### src/rtl/control_pkg.sv
// ============================================================================
// Module      : control_pkg
// Description : Shared opcodes, control-word field indices, ALU codes and the
//               phase encoding for the Mini-SRC hardwired control unit.
// Revision    : 1.0 - initial release
// ============================================================================
`default_nettype none

package control_pkg;

    localparam int STEP_W = 3;

    localparam logic [1:0] PH_FETCH = 2'd0;
    localparam logic [1:0] PH_EXEC  = 2'd1;
    localparam logic [1:0] PH_HALT  = 2'd2;

    localparam logic [4:0] OP_LD   = 5'b00000;
    localparam logic [4:0] OP_LDI  = 5'b00001;
    localparam logic [4:0] OP_ST   = 5'b00010;
    localparam logic [4:0] OP_ADD  = 5'b00011;
    localparam logic [4:0] OP_SUB  = 5'b00100;
    localparam logic [4:0] OP_AND  = 5'b00101;
    localparam logic [4:0] OP_OR   = 5'b00110;
    localparam logic [4:0] OP_ROR  = 5'b00111;
    localparam logic [4:0] OP_ROL  = 5'b01000;
    localparam logic [4:0] OP_SHR  = 5'b01001;
    localparam logic [4:0] OP_SHRA = 5'b01010;
    localparam logic [4:0] OP_SHL  = 5'b01011;
    localparam logic [4:0] OP_ADDI = 5'b01100;
    localparam logic [4:0] OP_ANDI = 5'b01101;
    localparam logic [4:0] OP_ORI  = 5'b01110;
    localparam logic [4:0] OP_DIV  = 5'b01111;
    localparam logic [4:0] OP_MUL  = 5'b10000;
    localparam logic [4:0] OP_NEG  = 5'b10001;
    localparam logic [4:0] OP_NOT  = 5'b10010;
    localparam logic [4:0] OP_BR   = 5'b10011;
    localparam logic [4:0] OP_JR   = 5'b10100;
    localparam logic [4:0] OP_JAL  = 5'b10101;
    localparam logic [4:0] OP_IN   = 5'b10110;
    localparam logic [4:0] OP_OUT  = 5'b10111;
    localparam logic [4:0] OP_MFHI = 5'b11000;
    localparam logic [4:0] OP_MFLO = 5'b11001;
    localparam logic [4:0] OP_NOP  = 5'b11010;
    localparam logic [4:0] OP_HALT = 5'b11011;

    localparam logic [4:0] ALU_ADD = 5'b00011;
    localparam logic [4:0] ALU_INC = 5'b11111;

    localparam int EN_HI  = 16;
    localparam int EN_LO  = 17;
    localparam int EN_Z   = 18;
    localparam int EN_Y   = 19;
    localparam int EN_PC  = 20;
    localparam int EN_MDR = 21;
    localparam int EN_IR  = 24;
    localparam int EN_MAR = 25;
    localparam int EN_OUT = 26;
    localparam int EN_CON = 27;

    localparam int BS_HI  = 16;
    localparam int BS_LO  = 17;
    localparam int BS_ZHI = 18;
    localparam int BS_ZLO = 19;
    localparam int BS_PC  = 20;
    localparam int BS_MDR = 21;
    localparam int BS_INP = 22;
    localparam int BS_C   = 23;

    typedef struct packed {
        logic [31:0] enable;
        logic [31:0] bus_select;
        logic        gra;
        logic        grb;
        logic        grc;
        logic        rin;
        logic        rout;
        logic        baout;
        logic        read_ram;
        logic        write_ram;
        logic        md_read;
        logic [4:0]  alu_op;
    } ctrl_word_t;

    function automatic logic is_r_alu(input logic [4:0] op);
        return (op >= OP_ADD) && (op <= OP_SHL);
    endfunction

    function automatic logic is_i_alu(input logic [4:0] op);
        return (op == OP_ADDI) || (op == OP_ANDI) || (op == OP_ORI);
    endfunction

endpackage

`default_nettype wire

### src/rtl/control_step_decode.sv
// ============================================================================
// Module      : control_step_decode
// Description : Combinational map from (phase, step, opcode, CONFF) to the
//               control word, plus a flag marking the last step of the phase.
// Revision    : 1.0 - initial release
// ============================================================================
`default_nettype none

module control_step_decode
    import control_pkg::*;
#(
    parameter int RAM_WAIT = 1
) (
    input  logic [1:0]        phase_i,
    input  logic [STEP_W-1:0] step_i,
    input  logic [4:0]        opcode_i,
    input  logic              conff_i,
    output ctrl_word_t        ctrl_o,
    output logic              last_o
);

    localparam logic [STEP_W-1:0] FETCH_TM   = STEP_W'(1 + RAM_WAIT);
    localparam logic [STEP_W-1:0] FETCH_LAST = STEP_W'(2 + RAM_WAIT);
    localparam logic [STEP_W-1:0] LD_CAP     = STEP_W'(3 + RAM_WAIT);
    localparam logic [STEP_W-1:0] LD_LAST    = STEP_W'(4 + RAM_WAIT);

    always_comb begin
        ctrl_o = '0;
        last_o = 1'b0;
        case (phase_i)
            PH_FETCH: begin
                if (step_i == STEP_W'(0)) begin
                    ctrl_o.bus_select[BS_PC] = 1'b1;
                    ctrl_o.enable[EN_MAR]    = 1'b1;
                    ctrl_o.enable[EN_Z]      = 1'b1;
                    ctrl_o.alu_op            = ALU_INC;
                end else if (step_i == STEP_W'(1)) begin
                    ctrl_o.bus_select[BS_ZLO] = 1'b1;
                    ctrl_o.enable[EN_PC]      = 1'b1;
                    ctrl_o.read_ram           = 1'b1;
                end else if (step_i < FETCH_TM) begin
                    ctrl_o.read_ram = 1'b1;
                end else if (step_i == FETCH_TM) begin
                    ctrl_o.read_ram       = 1'b1;
                    ctrl_o.md_read        = 1'b1;
                    ctrl_o.enable[EN_MDR] = 1'b1;
                end else begin
                    ctrl_o.bus_select[BS_MDR] = 1'b1;
                    ctrl_o.enable[EN_IR]      = 1'b1;
                    last_o                    = (step_i == FETCH_LAST);
                end
            end
            PH_EXEC: begin
                if (is_r_alu(opcode_i) || is_i_alu(opcode_i)) begin
                    case (step_i)
                        STEP_W'(0): begin
                            ctrl_o.grb          = 1'b1;
                            ctrl_o.rout         = 1'b1;
                            ctrl_o.enable[EN_Y] = 1'b1;
                        end
                        STEP_W'(1): begin
                            if (is_i_alu(opcode_i)) begin
                                ctrl_o.bus_select[BS_C] = 1'b1;
                            end else begin
                                ctrl_o.grc  = 1'b1;
                                ctrl_o.rout = 1'b1;
                            end
                            ctrl_o.alu_op       = opcode_i;
                            ctrl_o.enable[EN_Z] = 1'b1;
                        end
                        STEP_W'(2): begin
                            ctrl_o.bus_select[BS_ZLO] = 1'b1;
                            ctrl_o.gra                = 1'b1;
                            ctrl_o.rin                = 1'b1;
                            last_o                    = 1'b1;
                        end
                        default: ;
                    endcase
                end else begin
                    case (opcode_i)
                        OP_MUL, OP_DIV: begin
                            case (step_i)
                                STEP_W'(0): begin
                                    ctrl_o.gra          = 1'b1;
                                    ctrl_o.rout         = 1'b1;
                                    ctrl_o.enable[EN_Y] = 1'b1;
                                end
                                STEP_W'(1): begin
                                    ctrl_o.grb          = 1'b1;
                                    ctrl_o.rout         = 1'b1;
                                    ctrl_o.alu_op       = opcode_i;
                                    ctrl_o.enable[EN_Z] = 1'b1;
                                end
                                STEP_W'(2): begin
                                    ctrl_o.bus_select[BS_ZLO] = 1'b1;
                                    ctrl_o.enable[EN_LO]      = 1'b1;
                                end
                                STEP_W'(3): begin
                                    ctrl_o.bus_select[BS_ZHI] = 1'b1;
                                    ctrl_o.enable[EN_HI]      = 1'b1;
                                    last_o                    = 1'b1;
                                end
                                default: ;
                            endcase
                        end
                        OP_NEG, OP_NOT: begin
                            if (step_i == STEP_W'(0)) begin
                                ctrl_o.grb          = 1'b1;
                                ctrl_o.rout         = 1'b1;
                                ctrl_o.alu_op       = opcode_i;
                                ctrl_o.enable[EN_Z] = 1'b1;
                            end else if (step_i == STEP_W'(1)) begin
                                ctrl_o.bus_select[BS_ZLO] = 1'b1;
                                ctrl_o.gra                = 1'b1;
                                ctrl_o.rin                = 1'b1;
                                last_o                    = 1'b1;
                            end
                        end
                        // ldi, ld and st share the effective-address computation in E0..E1.
                        OP_LDI, OP_LD, OP_ST: begin
                            if (step_i == STEP_W'(0)) begin
                                ctrl_o.grb          = 1'b1;
                                ctrl_o.baout        = 1'b1;
                                ctrl_o.enable[EN_Y] = 1'b1;
                            end else if (step_i == STEP_W'(1)) begin
                                ctrl_o.bus_select[BS_C] = 1'b1;
                                ctrl_o.alu_op           = ALU_ADD;
                                ctrl_o.enable[EN_Z]     = 1'b1;
                            end else if (step_i == STEP_W'(2)) begin
                                ctrl_o.bus_select[BS_ZLO] = 1'b1;
                                if (opcode_i == OP_LDI) begin
                                    ctrl_o.gra = 1'b1;
                                    ctrl_o.rin = 1'b1;
                                    last_o     = 1'b1;
                                end else begin
                                    ctrl_o.enable[EN_MAR] = 1'b1;
                                end
                            end else if (opcode_i == OP_ST) begin
                                if (step_i == STEP_W'(3)) begin
                                    ctrl_o.gra       = 1'b1;
                                    ctrl_o.rout      = 1'b1;
                                    ctrl_o.write_ram = 1'b1;
                                    last_o           = 1'b1;
                                end
                            end else if (opcode_i == OP_LD) begin
                                if (step_i < LD_CAP) begin
                                    ctrl_o.read_ram = 1'b1;
                                end else if (step_i == LD_CAP) begin
                                    ctrl_o.read_ram       = 1'b1;
                                    ctrl_o.md_read        = 1'b1;
                                    ctrl_o.enable[EN_MDR] = 1'b1;
                                end else if (step_i == LD_LAST) begin
                                    ctrl_o.bus_select[BS_MDR] = 1'b1;
                                    ctrl_o.gra                = 1'b1;
                                    ctrl_o.rin                = 1'b1;
                                    last_o                    = 1'b1;
                                end
                            end
                        end
                        OP_BR: begin
                            case (step_i)
                                STEP_W'(0): begin
                                    ctrl_o.gra            = 1'b1;
                                    ctrl_o.rout           = 1'b1;
                                    ctrl_o.enable[EN_CON] = 1'b1;
                                end
                                STEP_W'(1): begin
                                    ctrl_o.bus_select[BS_PC] = 1'b1;
                                    ctrl_o.enable[EN_Y]      = 1'b1;
                                end
                                STEP_W'(2): begin
                                    ctrl_o.bus_select[BS_C] = 1'b1;
                                    ctrl_o.alu_op           = ALU_ADD;
                                    ctrl_o.enable[EN_Z]     = 1'b1;
                                end
                                STEP_W'(3): begin
                                    ctrl_o.bus_select[BS_ZLO] = conff_i;
                                    ctrl_o.enable[EN_PC]      = conff_i;
                                    last_o                    = 1'b1;
                                end
                                default: ;
                            endcase
                        end
                        OP_JR: begin
                            if (step_i == STEP_W'(0)) begin
                                ctrl_o.gra           = 1'b1;
                                ctrl_o.rout          = 1'b1;
                                ctrl_o.enable[EN_PC] = 1'b1;
                                last_o               = 1'b1;
                            end
                        end
                        OP_JAL: begin
                            if (step_i == STEP_W'(0)) begin
                                ctrl_o.bus_select[BS_PC] = 1'b1;
                                ctrl_o.grb               = 1'b1;
                                ctrl_o.rin               = 1'b1;
                            end else if (step_i == STEP_W'(1)) begin
                                ctrl_o.gra           = 1'b1;
                                ctrl_o.rout          = 1'b1;
                                ctrl_o.enable[EN_PC] = 1'b1;
                                last_o               = 1'b1;
                            end
                        end
                        OP_IN, OP_MFHI, OP_MFLO: begin
                            if (step_i == STEP_W'(0)) begin
                                ctrl_o.bus_select[BS_INP] = (opcode_i == OP_IN);
                                ctrl_o.bus_select[BS_HI]  = (opcode_i == OP_MFHI);
                                ctrl_o.bus_select[BS_LO]  = (opcode_i == OP_MFLO);
                                ctrl_o.gra                = 1'b1;
                                ctrl_o.rin                = 1'b1;
                                last_o                    = 1'b1;
                            end
                        end
                        OP_OUT: begin
                            if (step_i == STEP_W'(0)) begin
                                ctrl_o.gra            = 1'b1;
                                ctrl_o.rout           = 1'b1;
                                ctrl_o.enable[EN_OUT] = 1'b1;
                                last_o                = 1'b1;
                            end
                        end
                        // nop, halt and undefined opcodes: a single empty step.
                        default: last_o = (step_i == STEP_W'(0));
                    endcase
                end
            end
            default: ;
        endcase
    end

endmodule

`default_nettype wire

### src/rtl/control_unit.sv
// ============================================================================
// Module      : control_unit
// Description : Mini-SRC hardwired control sequencer: phase/step registers,
//               next-step logic and reset gating around control_step_decode.
// Revision    : 1.0 - initial release
// ============================================================================
`default_nettype none

module control_unit
    import control_pkg::*;
#(
    parameter int RAM_WAIT = 1
) (
    input  logic        clk,
    input  logic        clr,
    input  logic [31:0] ir,
    input  logic        CONFFOut,
    input  logic        stop,
    output logic        run,
    output logic [31:0] enable,
    output logic [31:0] busSelect,
    output logic        Gra,
    output logic        Grb,
    output logic        Grc,
    output logic        Rin,
    output logic        Rout,
    output logic        BAout,
    output logic        ReadRAM,
    output logic        WriteRAM,
    output logic        MD_Read,
    output logic [4:0]  Control_Signals
);

    logic [1:0]        phase_q, phase_d;
    logic [STEP_W-1:0] step_q, step_d;
    logic              stop_pend_q, stop_pend_d;

    logic [4:0]        w_opcode;
    logic              w_last;
    logic              w_stop_req;
    logic              w_unused_ir;
    ctrl_word_t        w_ctrl;
    ctrl_word_t        w_out;

    assign w_opcode    = ir[31:27];
    assign w_unused_ir = ^ir[26:0];
    // A stop pulse seen anywhere in the instruction is held until the boundary.
    assign w_stop_req  = stop_pend_q | stop;

    control_step_decode #(
        .RAM_WAIT (RAM_WAIT)
    ) u_decode (
        .phase_i  (phase_q),
        .step_i   (step_q),
        .opcode_i (w_opcode),
        .conff_i  (CONFFOut),
        .ctrl_o   (w_ctrl),
        .last_o   (w_last)
    );

    always_comb begin
        phase_d     = phase_q;
        step_d      = step_q;
        stop_pend_d = w_stop_req;
        case (phase_q)
            PH_FETCH: begin
                if (w_last) begin
                    phase_d = PH_EXEC;
                    step_d  = '0;
                end else begin
                    step_d = step_q + STEP_W'(1);
                end
            end
            PH_EXEC: begin
                if (w_last) begin
                    phase_d     = ((w_opcode == OP_HALT) || w_stop_req) ? PH_HALT : PH_FETCH;
                    step_d      = '0;
                    stop_pend_d = 1'b0;
                end else begin
                    step_d = step_q + STEP_W'(1);
                end
            end
            PH_HALT: stop_pend_d = 1'b0;
            default: begin
                phase_d     = PH_FETCH;
                step_d      = '0;
                stop_pend_d = 1'b0;
            end
        endcase
    end

    always_ff @(posedge clk) begin
        if (clr) begin
            phase_q     <= PH_FETCH;
            step_q      <= '0;
            stop_pend_q <= 1'b0;
        end else begin
            phase_q     <= phase_d;
            step_q      <= step_d;
            stop_pend_q <= stop_pend_d;
        end
    end

    assign w_out = (clr || (phase_q == PH_HALT)) ? '0 : w_ctrl;
    assign run   = clr || (phase_q != PH_HALT);

    assign enable          = w_out.enable;
    assign busSelect       = w_out.bus_select;
    assign Gra             = w_out.gra;
    assign Grb             = w_out.grb;
    assign Grc             = w_out.grc;
    assign Rin             = w_out.rin;
    assign Rout            = w_out.rout;
    assign BAout           = w_out.baout;
    assign ReadRAM         = w_out.read_ram;
    assign WriteRAM        = w_out.write_ram;
    assign MD_Read         = w_out.md_read;
    assign Control_Signals = w_out.alu_op;

endmodule

`default_nettype wire

### config.mk
export PLATFORM = sky130hd
export DESIGN_NAME = control_unit
export DESIGN_NICKNAME = d
export VERILOG_FILES = /design/src/rtl/control_pkg.sv /design/src/rtl/control_step_decode.sv /design/src/rtl/control_unit.sv
export SDC_FILE = /design/constraint.sdc
export NUM_CORES = 1
export LEC_CHECK = 0
export ABC_CLOCK_PERIOD_IN_PS = 2700
export BUFFER_PORTS_ARGS = -buffer_cell sky130_fd_sc_hd__buf_2
export CORE_MARGIN = 2
export CORE_UTILIZATION = 44
export CTS_BUF_LIST = sky130_fd_sc_hd__clkbuf_16
export CTS_CLUSTER_DIAMETER = 200
export DETAILED_ROUTE_END_ITERATION = 7
export PLACE_DENSITY_LB_ADDON = 0.1
export SYNTH_ARGS = -nofsm -noshare
export SYNTH_HDL_FRONTEND = slang
export SYNTH_SLANG_ARGS = --single-unit
export TNS_END_PERCENT = 100
### constraint.sdc
create_clock -name clk -period 2.7 [get_ports clk]
set_input_delay 0.27 -clock clk [delete_from_list [all_inputs] [get_ports clk]]
set_output_delay 0.27 -clock clk [all_outputs]
set_load 0.05 [all_outputs]
==> flow_metrics.env <==
export IMPL_postLayoutCoreUtil_pct=50.9
export IMPL_swShare_pct=52.4
export IMPL_grt_pass1_wl_mm=8.16
export IMPL_min_path_cells=3
export IMPL_area_delta_synth_final_pct=12.1
export IMPL_start_kind="flop"
export IMPL_max_slew_margin_pct=55.4
export IMPL_cp_cell_sequence="inv_1 -> ha_1 -> nor3b_2 -> buf_4 -> a31oi_4 -> a211o_1 -> a21oi_2 -> clkbuf_4"
export IMPL_grt_total_usage_pct=22.4
export IMPL_dpl_hpwl_mm=4.04
export IMPL_fin_setup_tns_ns=0
export IMPL_ys_flop_type="dfxtp_1"
export IMPL_rr_worst_depth=6
export IMPL_pwr_share_seq_pct=12.2
export IMPL_period_needed_ns=2.53
export IMPL_required_ns=2.43
export IMPL_fin_skew_ns=0.00334
export IMPL_viasPerCell=5.50
export IMPL_postRouteAntennaNets=0
export IMPL_fin_crit_sh_pct=93.6
export IMPL_finalMaxSlewViolations=0
export IMPL_powerDensity_nw_per_um2=418
export IMPL_vias=1892
export IMPL_leakagePower_nw=0.958
export IMPL_rsz0062_at_grt="no"
export IMPL_firstDrtPassIters=5
export IMPL_fmax_mhz=396
export IMPL_numCtsBuffers=3
export IMPL_rows=23
export IMPL_hold_buffers=0
export IMPL_clkTransAtPathRegs_ns=0.03
export IMPL_setup_violations=0
export IMPL_worst_path_max_fanout=8
export IMPL_grt_overflow=0
export IMPL_cts_tree="done"
export IMPL_portBuffers=41
export IMPL_synth_top_area_share_pct=20.8
export IMPL_maxCapViolations=0
export IMPL_internal_power_mw=0.402
export IMPL_postCtsResizedCells=0
export IMPL_seq_area_frac_synth_pct=6.65
export IMPL_drive_gt1_share_pct=28.6
export IMPL_synth_edf_count=0
export IMPL_drt_iter0_drc=161
export IMPL_die_area_um2=4630
export IMPL_synth_cell_area_um2=1810
export IMPL_diodes=0
export IMPL_antenna_found_initial=0
export IMPL_dieHeight_um=68.1
export IMPL_drc_errors=0
export IMPL_cp_arrival_ns=2.26
export IMPL_p_clk_share_pct=27.7
export IMPL_yosysWarnings=0
export IMPL_grt_max_degree=24
export IMPL_timing_final_ws_setup_ns=0.173
export IMPL_hold_class="in2reg"
export IMPL_hold_viol_final=0
export IMPL_ys_top_cells_by_area="buf_4, dfxtp_1, nor2_1"
export IMPL_die_width_um=68.1
export IMPL_clockBufferDepth=2
export IMPL_ir_worst_vdd_uv=386
export IMPL_layout_nets=337
export IMPL_combinationalPowerShare_pct=60.1
export IMPL_h_tree_depth=1
export IMPL_status="complete, no violations"
export IMPL_syn_inst=253
export IMPL_crit_slowest_cell="a211o_1"
export IMPL_cts_setup_buffers=0
export IMPL_worst_pin_slew_ns=0.666
export IMPL_clock_insertion_delay_worst_skew_ns=0.22
export IMPL_ys_ff_latch=6
export IMPL_cp_end_kind="output pin"
export IMPL_synth_cell_types=67
export IMPL_cts_root_buffer="clkbuf_16"
export IMPL_p_switching_mw=0.443
export IMPL_clock_sinks=6
export IMPL_crit_type="reg2out"
export IMPL_rrSetupSlack_ns=0.55
export IMPL_initial_core_util_pct=45.5
export IMPL_ys_async_sr_fraction_pct=0
export IMPL_synth_top_cell_by_area="buf_4"
export IMPL_finalWirelength_mm=5.19
export IMPL_preCtsSetupSlack_ns=0.329
export IMPL_drt_wirelength_per_cell_um=15.1
export IMPL_routabilityCongestion=0.923
export IMPL_grt_pass1_vias=1645
export IMPL_synth_area_per_cell_um2=7.14
export IMPL_io_pins=115
export IMPL_fp_coreArea_um2=3970
export IMPL_max_stage_delay_ns=0.33
[critical path: cells and delay by family, from the launching register on]
family | cells | cell delay, ns
AO/OA/AOI/OAI | 3 | 0.55
adder cells (fa/ha/maj) | 1 | 0.32
buffers and inverters | 3 | 0.57
flip-flops | 1 | 0.30
AND/OR/NAND/NOR | 1 | 0.28
[cell families after synthesis]
kind of cell	synth area share [%]
other	0.208
buffers and inverters	26.7
XOR/XNOR	0.970
flip-flops	6.65
AO/OA/AOI/OAI	32.4
AND/OR/NAND/NOR	29.0
adder cells (fa/ha/maj)	4.02
[flip-flops by register name, indices dropped and copies added, names as in the netlist]
name / count
step_q: 3
phase_q: 2
stop_pend_q: 1
[routing by layer]
layer  vias to the layer above  global-route usage (%)  share of wire [%]
li1                        911                       -                  -
met2                       104                    37.1                 46
met5                         -                       0                  0
met1                       877                    32.6                 45
met4                         0                    2.25                  0
met3                         0                    1.81                9.1
[area by class of cell]
type	instances	area, um2
fill	424	1950
clock buffer	3	75.1
sequential	6	121
inverter	9	33.8
multi-input combinational	221	1420
timing repair buffer	55	313
tap	50	62.6
[cell usage in the layout (no fill, tap or decap), types with 2 or more instances in the layout]
cell type  Yosys  layout
a31oi_1        3       3
o21a_1         3       3
ha_1           5       4
o22ai_1        2       2
buf_2          4      40
nor2_1        22      22
buf_4         50      14
a221o_1        2       2
a21oi_1       14      14
a211oi_1       3       3
nand2b_1      10      10
a21o_1         5       5
inv_1          9       9
nor4b_2        0       2
nor4_2         0       2
o21ai_0        9       9
dfxtp_1        6       5
nor3_1        10      10
o32ai_1        3       2
conb_1         1      46
nand3_1        6       6
and3_1         3       3
clkbuf_16      0       3
a22o_1         2       2
nand2_1       17      17
nor2b_1        8       8
nor3b_2        2       2
nand4_1        3       3
[cell usage after synthesis, types with 2 or more instances]
cell       n
o21a_1     3
nand2_1   17
inv_1      9
buf_6      3
a211oi_1   3
buf_4     50
nor4_1     2
a311oi_1   2
a21oi_1   14
o32ai_1    3
nor2_1    22
nor2b_1    8
o22ai_1    2
o31ai_1    2
o21ai_0    9
a221o_1    2
clkbuf_1   4
a22o_1     2
dfxtp_1    6
nand2b_1  10
nand3_1    6
ha_1       5
a21o_1     5
nor3_1    10
nor3b_2    2
and3_1     3
buf_2      4
nand4_1    3
nor4b_1    2
a31oi_1    3
[power groups by stage]
stage	registers (mW)	clock network [mW]	logic (mW)
finish	0.103	0.234	0.508
global route	0.104	0.245	0.542
CTS	0.102	0.238	0.498
detailed placement	0.104	0	0.496
global placement	0.104	0	0.498
floorplan	0.101	0	0.457
[metrics by stage]
| stage | hold WS, ns | total power [mW] | instance area, um2 | instances |
|---|---|---|---|---|
| finish | 0.330 | 0.845 | 2020 | 344 |
| global route | 0.392 | 0.891 | 2020 | 344 |
| CTS | 0.331 | 0.838 | 2000 | 344 |
| detailed placement | 0.504 | 0.600 | 1930 | 341 |
| global placement | 0.499 | 0.602 | 1930 | 341 |
| floorplan | 0.433 | 0.559 | 2000 | 298 |
[worst paths after layout]
path	to	start
hold reg to reg	step_q[0]$_SDFFE_PP0N_	step_q[0]$_SDFFE_PP0N_
setup / recovery	busSelect[19]	step_q[1]$_SDFFE_PP0N_
setup reg to reg	step_q[2]$_SDFFE_PP0N_	step_q[2]$_SDFFE_PP0N_
hold / removal	stop_pend_q$_SDFF_PP0_	stop
(Power assumes the default switching activity.)
